### src/rtl/coh_noc_pkg.sv
// Shared NoC types and widths for the crosspoint (XP) port blocks.
//   flit_t             : one flit as carried on the port
//   CREDIT_COUNT_WIDTH : width of credit / occupancy counters
//   XP_VC_ID_WIDTH     : width of VC identifiers on XP ports
package coh_noc_pkg;

  localparam int FLIT_WIDTH         = 32;
  localparam int CREDIT_COUNT_WIDTH = 4;
  localparam int XP_VC_ID_WIDTH     = 4;

  typedef logic [FLIT_WIDTH-1:0] flit_t;

endpackage

### src/rtl/xp_port_rx_vc_fifo.sv
// Per-VC flit FIFO of the XP receive port.
// Ports:
//   clk, rst_n   clock, asynchronous active-low reset
//   push_i       write push_data_i at the write pointer
//   push_data_i  flit to write
//   pop_i        retire the head entry
//   flush_i      empty the FIFO at this edge (wins over push/pop)
//   head_o       flit at the read pointer
//   occ_o        number of entries held, 0..DEPTH
module xp_port_rx_vc_fifo
  import coh_noc_pkg::*;
#(
  parameter int DEPTH = 4
) (
  input  logic                          clk,
  input  logic                          rst_n,
  input  logic                          push_i,
  input  flit_t                         push_data_i,
  input  logic                          pop_i,
  input  logic                          flush_i,
  output flit_t                         head_o,
  output logic [CREDIT_COUNT_WIDTH-1:0] occ_o
);

  localparam int PW = (DEPTH > 1) ? $clog2(DEPTH) : 1;

  logic [PW-1:0]                 wr_q, rd_q;
  logic [CREDIT_COUNT_WIDTH-1:0] occ_q, occ_d;
  flit_t                         mem_q [DEPTH];

  function automatic logic [PW-1:0] ptr_inc(input logic [PW-1:0] p);
    return (p == PW'(DEPTH - 1)) ? '0 : p + 1'b1;
  endfunction

  always_comb begin
    occ_d = occ_q;
    if (flush_i) begin
      occ_d = '0;
    end else begin
      case ({push_i, pop_i})
        2'b10:   occ_d = occ_q + 1'b1;
        2'b01:   occ_d = occ_q - 1'b1;
        default: occ_d = occ_q;
      endcase
    end
  end

  always_ff @(posedge clk or negedge rst_n) begin
    if (!rst_n) begin
      wr_q  <= '0;
      rd_q  <= '0;
      occ_q <= '0;
    end else begin
      occ_q <= occ_d;
      if (flush_i) begin
        wr_q <= '0;
        rd_q <= '0;
      end else begin
        if (push_i) wr_q <= ptr_inc(wr_q);
        if (pop_i)  rd_q <= ptr_inc(rd_q);
      end
    end
  end

  // Storage is not reset; occupancy alone decides what is valid.
  always_ff @(posedge clk) begin
    if (push_i && !flush_i) mem_q[wr_q] <= push_data_i;
  end

  assign head_o = mem_q[rd_q];
  assign occ_o  = occ_q;

endmodule

### src/rtl/xp_port_rx.sv
// XP router port receive buffer: per-VC flit FIFOs fed by a valid/ready
// upstream link, per-VC credit advertisement and flush, and a round-robin
// arbitrated single output towards the crossbar.
// Ports:
//   clk, rst_n            clock, asynchronous active-low reset
//   valid/ready/flit      upstream flit handshake
//   vc_id                 VC of incoming flit, credit query and flush
//   credit_count          free slots in VC vc_id
//   credit_return         flush VC vc_id
//   out_valid/out_ready   crossbar handshake, out_flit/out_vc its payload
// Optional (macro XP_PORT_RX_STATS_EN):
//   stat_accepted         wrapping count of accepted flits
//   stat_flushed          wrapping count of flits discarded by flush
module xp_port_rx
  import coh_noc_pkg::*;
#(
  parameter int NUM_VC   = 4,
  parameter int VC_DEPTH = 4
) (
  input  logic                          clk,
  input  logic                          rst_n,
  input  logic                          valid,
  output logic                          ready,
  input  flit_t                         flit,
  input  logic [XP_VC_ID_WIDTH-1:0]     vc_id,
  output logic [CREDIT_COUNT_WIDTH-1:0] credit_count,
  input  logic                          credit_return,
  output logic                          out_valid,
  input  logic                          out_ready,
  output flit_t                         out_flit,
  output logic [XP_VC_ID_WIDTH-1:0]     out_vc
`ifdef XP_PORT_RX_STATS_EN
  ,
  output logic [31:0]                   stat_accepted,
  output logic [31:0]                   stat_flushed
`endif
);

  if (VC_DEPTH < 1 || VC_DEPTH >= 2**CREDIT_COUNT_WIDTH) begin : g_bad_depth
    $error("xp_port_rx: VC_DEPTH must be in 1..2**CREDIT_COUNT_WIDTH-1");
  end
  if (NUM_VC < 1 || NUM_VC > 16) begin : g_bad_num_vc
    $error("xp_port_rx: NUM_VC must be in 1..16");
  end

  logic [CREDIT_COUNT_WIDTH-1:0] occ  [NUM_VC];
  flit_t                         head [NUM_VC];
  logic [NUM_VC-1:0]             push_v, pop_v, flush_v, nonempty;

  logic                          vc_ok;
  logic [CREDIT_COUNT_WIDTH-1:0] sel_occ;
  logic [XP_VC_ID_WIDTH-1:0]     rr_q, rr_d, lock_vc_q, lock_vc_d, grant;
  logic                          lock_q, lock_d, lock_hit, found;
  flit_t                         grant_flit;
  logic                          grant_flushed;

  assign vc_ok = 32'(vc_id) < NUM_VC;

  always_comb begin
    sel_occ = '0;
    for (int v = 0; v < NUM_VC; v++) begin
      if (vc_id == XP_VC_ID_WIDTH'(v)) sel_occ = occ[v];
    end
  end

  // ready looks at registered occupancy only, so a full VC that is being
  // popped this cycle still refuses the incoming flit.
  assign ready        = rst_n && vc_ok && !credit_return
                        && (sel_occ < CREDIT_COUNT_WIDTH'(VC_DEPTH));
  assign credit_count = (rst_n && vc_ok) ? CREDIT_COUNT_WIDTH'(VC_DEPTH) - sel_occ : '0;

  // Arbiter: hold a stalled grant, otherwise search from the VC after rr_q.
  always_comb begin
    lock_hit = 1'b0;
    found    = 1'b0;
    grant    = '0;
    for (int v = 0; v < NUM_VC; v++) begin
      nonempty[v] = (occ[v] != '0);
      if (lock_q && lock_vc_q == XP_VC_ID_WIDTH'(v) && nonempty[v]) lock_hit = 1'b1;
    end
    if (lock_hit) begin
      found = 1'b1;
      grant = lock_vc_q;
    end else begin
      for (int i = 1; i <= NUM_VC; i++) begin
        for (int v = 0; v < NUM_VC; v++) begin
          if (!found && nonempty[v]
              && ((int'(rr_q) + i == v) || (int'(rr_q) + i - NUM_VC == v))) begin
            found = 1'b1;
            grant = XP_VC_ID_WIDTH'(v);
          end
        end
      end
    end
  end

  always_comb begin
    grant_flit    = '0;
    grant_flushed = 1'b0;
    for (int v = 0; v < NUM_VC; v++) begin
      push_v[v]  = valid && ready && (vc_id == XP_VC_ID_WIDTH'(v));
      pop_v[v]   = out_valid && out_ready && (grant == XP_VC_ID_WIDTH'(v));
      flush_v[v] = credit_return && (vc_id == XP_VC_ID_WIDTH'(v));
      if (grant == XP_VC_ID_WIDTH'(v)) begin
        grant_flit    = head[v];
        grant_flushed = flush_v[v];
      end
    end
  end

  assign out_valid = rst_n && found;
  assign out_flit  = out_valid ? grant_flit : '0;
  assign out_vc    = out_valid ? grant : '0;

  always_comb begin
    rr_d      = (out_valid && out_ready) ? grant : rr_q;
    lock_d    = out_valid && !out_ready && !grant_flushed;
    lock_vc_d = grant;
  end

  always_ff @(posedge clk or negedge rst_n) begin
    if (!rst_n) begin
      rr_q      <= XP_VC_ID_WIDTH'(NUM_VC - 1);
      lock_q    <= 1'b0;
      lock_vc_q <= '0;
    end else begin
      rr_q      <= rr_d;
      lock_q    <= lock_d;
      lock_vc_q <= lock_vc_d;
    end
  end

  for (genvar g = 0; g < NUM_VC; g++) begin : g_vc
    xp_port_rx_vc_fifo #(.DEPTH(VC_DEPTH)) u_fifo (
      .clk         (clk),
      .rst_n       (rst_n),
      .push_i      (push_v[g]),
      .push_data_i (flit),
      .pop_i       (pop_v[g]),
      .flush_i     (flush_v[g]),
      .head_o      (head[g]),
      .occ_o       (occ[g])
    );
  end

`ifdef XP_PORT_RX_STATS_EN
  logic [31:0] acc_q, acc_d, fl_q, fl_d;

  // A flit popped in the same cycle as the flush was delivered, not dropped.
  always_comb begin
    acc_d = acc_q + {31'd0, |push_v};
    fl_d  = fl_q;
    for (int v = 0; v < NUM_VC; v++) begin
      if (flush_v[v]) fl_d = fl_q + 32'(occ[v]) - {31'd0, pop_v[v]};
    end
  end

  always_ff @(posedge clk or negedge rst_n) begin
    if (!rst_n) begin
      acc_q <= '0;
      fl_q  <= '0;
    end else begin
      acc_q <= acc_d;
      fl_q  <= fl_d;
    end
  end

  assign stat_accepted = acc_q;
  assign stat_flushed  = fl_q;
`endif

endmodule

### config.mk
export PLATFORM = sky130hd
export DESIGN_NAME = xp_port_rx
export DESIGN_NICKNAME = d
export VERILOG_FILES = /design/src/rtl/coh_noc_pkg.sv /design/src/rtl/xp_port_rx_vc_fifo.sv /design/src/rtl/xp_port_rx.sv
export SDC_FILE = /design/constraint.sdc
export NUM_CORES = 1
export LEC_CHECK = 0
export BUFFER_PORTS_ARGS = -buffer_cell sky130_fd_sc_hd__buf_2
export CORE_MARGIN = 2
export CORE_UTILIZATION = 50
export CTS_CLUSTER_DIAMETER = 80
export CTS_CLUSTER_SIZE = 12
export DETAILED_ROUTE_END_ITERATION = 10
export PLACE_DENSITY = 0.68
export SYNTH_ARGS = -nofsm -noshare
export SYNTH_HDL_FRONTEND = slang
export SYNTH_HIERARCHICAL = 1
export SYNTH_SLANG_ARGS = --single-unit
### constraint.sdc
create_clock -name clk -period 10.7 [get_ports clk]
set_clock_uncertainty 0.05 [all_clocks]
set_input_delay 1.07 -clock clk [delete_from_list [all_inputs] [get_ports clk]]
set_output_delay 1.07 -clock clk [all_outputs]
set_load 0.01 [all_outputs]
==> results.sh <==
export IMPL_cts_buffer_depth=3
export IMPL_final_setup_tns_ns=0
export IMPL_via_per_inst=6.05
export IMPL_timing_rr_end="g_vc[0].u_fifo/occ_o[3]"
export IMPL_antenna_found_initial=4
export IMPL_syn_area_per_cell_um2=19.5
export IMPL_fin_crit_ns=6.19
export IMPL_hold_buffers=0
export IMPL_required_ns=9.58
export IMPL_leakage_nw=8.64
export IMPL_die_area_mm2=0.0483
export IMPL_synth_seq_cells=553
export IMPL_intPower_mw=4.40
export IMPL_core_mm2=0.0463
export IMPL_drt_total_wl_mm=50.5
export IMPL_overflow=0
export IMPL_rsz0062_at_grt="no"
export IMPL_timing_fmax_mhz=161
export IMPL_clock_latency_ns=0.59
export IMPL_row_count=79
export IMPL_final_nets=1366
export IMPL_maxCapViolCount=0
export IMPL_pwr_share_comb_pct=37.2
export IMPL_end_kind="output port"
export IMPL_multi_input_area_mm2=0.00628
export IMPL_drive_gt1_share_pct=28.7
export IMPL_place_congestion=0.770
export IMPL_p_clk_share_pct=24.9
export IMPL_worstSetupPathType="reg2out"
export IMPL_grt_pass1_vias=11800
export IMPL_cts_tree="yes"
export IMPL_async_flop_share_pct=7.41
export IMPL_status="finished clean"
export IMPL_start_util_pct=50.3
export IMPL_layout_commonest_cell="edfxtp_1"
export IMPL_ios=83
export IMPL_r2r_start="g_vc[2].u_fifo/occ_o[1]"
export IMPL_worst_endpoint_arrival_ns=5.07
export IMPL_area_growth_pct=10.5
export IMPL_drt_iter0_markers=1397
export IMPL_pwr_share_seq_pct=37.9
export IMPL_grt_usage_pct=21.5
export IMPL_relSlewSlack_pct=23.3
export IMPL_cts_buffers=52
export IMPL_hp_class="in2async"
export IMPL_via_count=11600
export IMPL_maxSlewViolCount=0
export IMPL_vdd_drop_max_mv=0.312
export IMPL_port_buffers=80
export IMPL_r2r_cells=15
export IMPL_switching_power_mw=2.32
export IMPL_reg2reg_slack_ns=5.71
export IMPL_whs_ns=0.500
export IMPL_root_buffer="clkbuf_16"
export IMPL_hpwl_mm=26.8
export IMPL_power_density_mw_per_mm2=261
export IMPL_seq_area_frac_synth_pct=70.5
export IMPL_synthDistinctLibCells=72
export IMPL_netlist_area_mm2=0.0233
export IMPL_wire_per_inst_um=26.3
export IMPL_swShare_pct=34.6
export IMPL_synth_edf_count=512
export IMPL_tightest_slew_ns=1.15
export IMPL_setup_viol=0
export IMPL_cp_max_fo=27
export IMPL_route_detailed_drc=0
export IMPL_first_pass_iters=6
export IMPL_min_period_over_period_pct=57.9
export IMPL_ctsResizeCount=0
export IMPL_chipWidth_um=220
export IMPL_most_common_layout_cells="edfxtp_1, mux4_2, buf_2"
export IMPL_grt_max_degree=49
export IMPL_grt_pass1_wl_mm=74.7
export IMPL_synthCells=1195
export IMPL_seqCellArea_mm2=0.0164
export IMPL_htreeDepth=2
export IMPL_final_hold_viol_count=0
export IMPL_post_cts_repair_setup_buffers=0
export IMPL_path_clk_slew_ns=0.06
export IMPL_fill_cells=3495
export IMPL_ys_warn_count=6
export IMPL_synthFlopType="edfxtp_1"
export IMPL_drtAntennaViolNets=0
export IMPL_cts_sinks=553
export IMPL_die_height_um=220
export IMPL_start_kind="register"
sequential cells by signal, summed over array words and instances (netlist names):
| signal | count |
|---|---|
| rr_q | 4 |
| g_vc.u_fifo/wr_q | 8 |
| g_vc.u_fifo/occ_o | 16 |
| g_vc.u_fifo/rd_q | 8 |
| lock_q | 1 |
| g_vc.u_fifo/mem_q | 512 |
| lock_vc_q | 4 |
per-stage QoR:
| stage | worst slack (ns) | power [mW] | area, um^2 | utilization (%) | instances |
|---|---|---|---|---|---|
| 2_1_floorplan | 6.28 | 4.39 | 23300 | - | 1198 |
| 3_3_place_gp | 5.11 | 5.08 | 24300 | 52.4 | 1848 |
| 3_5_place_dp | 5.13 | 5.11 | 24300 | 52.4 | 1848 |
| 4_1_cts | 4.47 | 6.78 | 25700 | 55.6 | 1923 |
| 5_1_grt | 4.30 | 7.01 | 25700 | 55.6 | 1924 |
| 6_report | 4.51 | 6.72 | 25700 | 55.6 | 1924 |
power groups by stage:
stage                     sequential [mW]  combinational [mW]  clock, mW
final                                2.54                2.50       1.67
after global routing                 2.55                2.68       1.78
after CTS                            2.54                2.53       1.71
after floorplan                      2.51                1.88          0
after detailed placement             2.59                2.52          0
after global placement               2.58                2.50          0
worst max path at each step:
stage	startpoint	to	slack, ns	depth (start not counted)
CTS	rr_q[1]	out_flit[30]	4.47	10
global placement	rst_n	out_flit[28]	5.11	7
floorplan	vc_id[1]	g_vc[0].u_fifo/mem_q[0][0]	6.28	10
global route	rr_q[1]	out_flit[30]	4.30	10
detailed placement	rr_q[1]	out_flit[30]	5.13	10
finish	rr_q[1]	out_flit[30]	4.51	10
synth_stat cells, drive strengths merged, types with 2 or more instances:
cell type  count  area, um^2
buf           53         442
a31oi          7        58.8
nand2b        13         111
or2b           4        30.0
nor2b          9        56.3
a211o          5        46.3
nor4           7        95.1
mux2i         62         621
edfxtp       512       15400
a32oi          2        36.3
mux2           5        56.3
o311ai         4        35.0
nand2         20        77.6
nor3          16        85.1
a221oi        25         369
a22o           4        35.0
nand3          6        30.0
xnor2         11        96.3
a21oi          4        23.8
o21a           5        37.5
nor2          57         214
a211oi         3        27.5
o21ai         26         130
o22ai         11        68.8
clkbuf        15        56.3
dfstp          2        52.6
ha            30         375
or4            4        33.8
and2          24         151
o211ai         2        15.0
mux4         132        2970
inv           44         165
xor2           8        70.1
dfrtp         39         976
a2111oi        2        18.8
o32ai          4        65.1
per-layer routing:
layer  GRT usage, %  part of all wire (%)  vias up
li1               -                     -     5002
met1           31.1                    44     6187
met2           33.7                    47      382
met3           4.50                   6.5       65
met4           5.35                   2.0        4
met5              0                 0.044        -
layout make-up:
cell class | instances | share of cell area, %
inverter | 45 | 0.662
multi-input combinational | 532 | 24.4
clock buffer | 72 | 5.43
sequential | 553 | 63.8
timing repair buffer | 111 | 2.46
clock inverter | 3 | 0.253
antenna | 1 | 0.00973
tap | 607 | 2.95
cells by family (layout without fill, tap and decap cells):
kind of cell	Yosys count	after routing	share of synthesized area [%]
AOI/OAI and AO/OA	113	113	4.59
xor gates and xnor gates	19	19	0.715
adders and majority gates	30	30	1.61
buffers and inverters	113	231	2.87
DFF	553	553	70.5
muxes	199	199	15.7
other	1	5	0.0161
and+or+nand+nor	167	167	4.06
worst max-delay path, cell delays in order (launching register included):
cell,delay (ns)
dfstp_2,0.64
inv_1,0.11
ha_1,0.25
a21oi_2,0.20
xnor2_1,0.10
o31ai_2,0.44
nor4_4,0.12
a31oi_4,0.82
nand3_1,1.04
o22ai_1,0.56
buf_2,0.21
(Power assumes the default switching activity.)
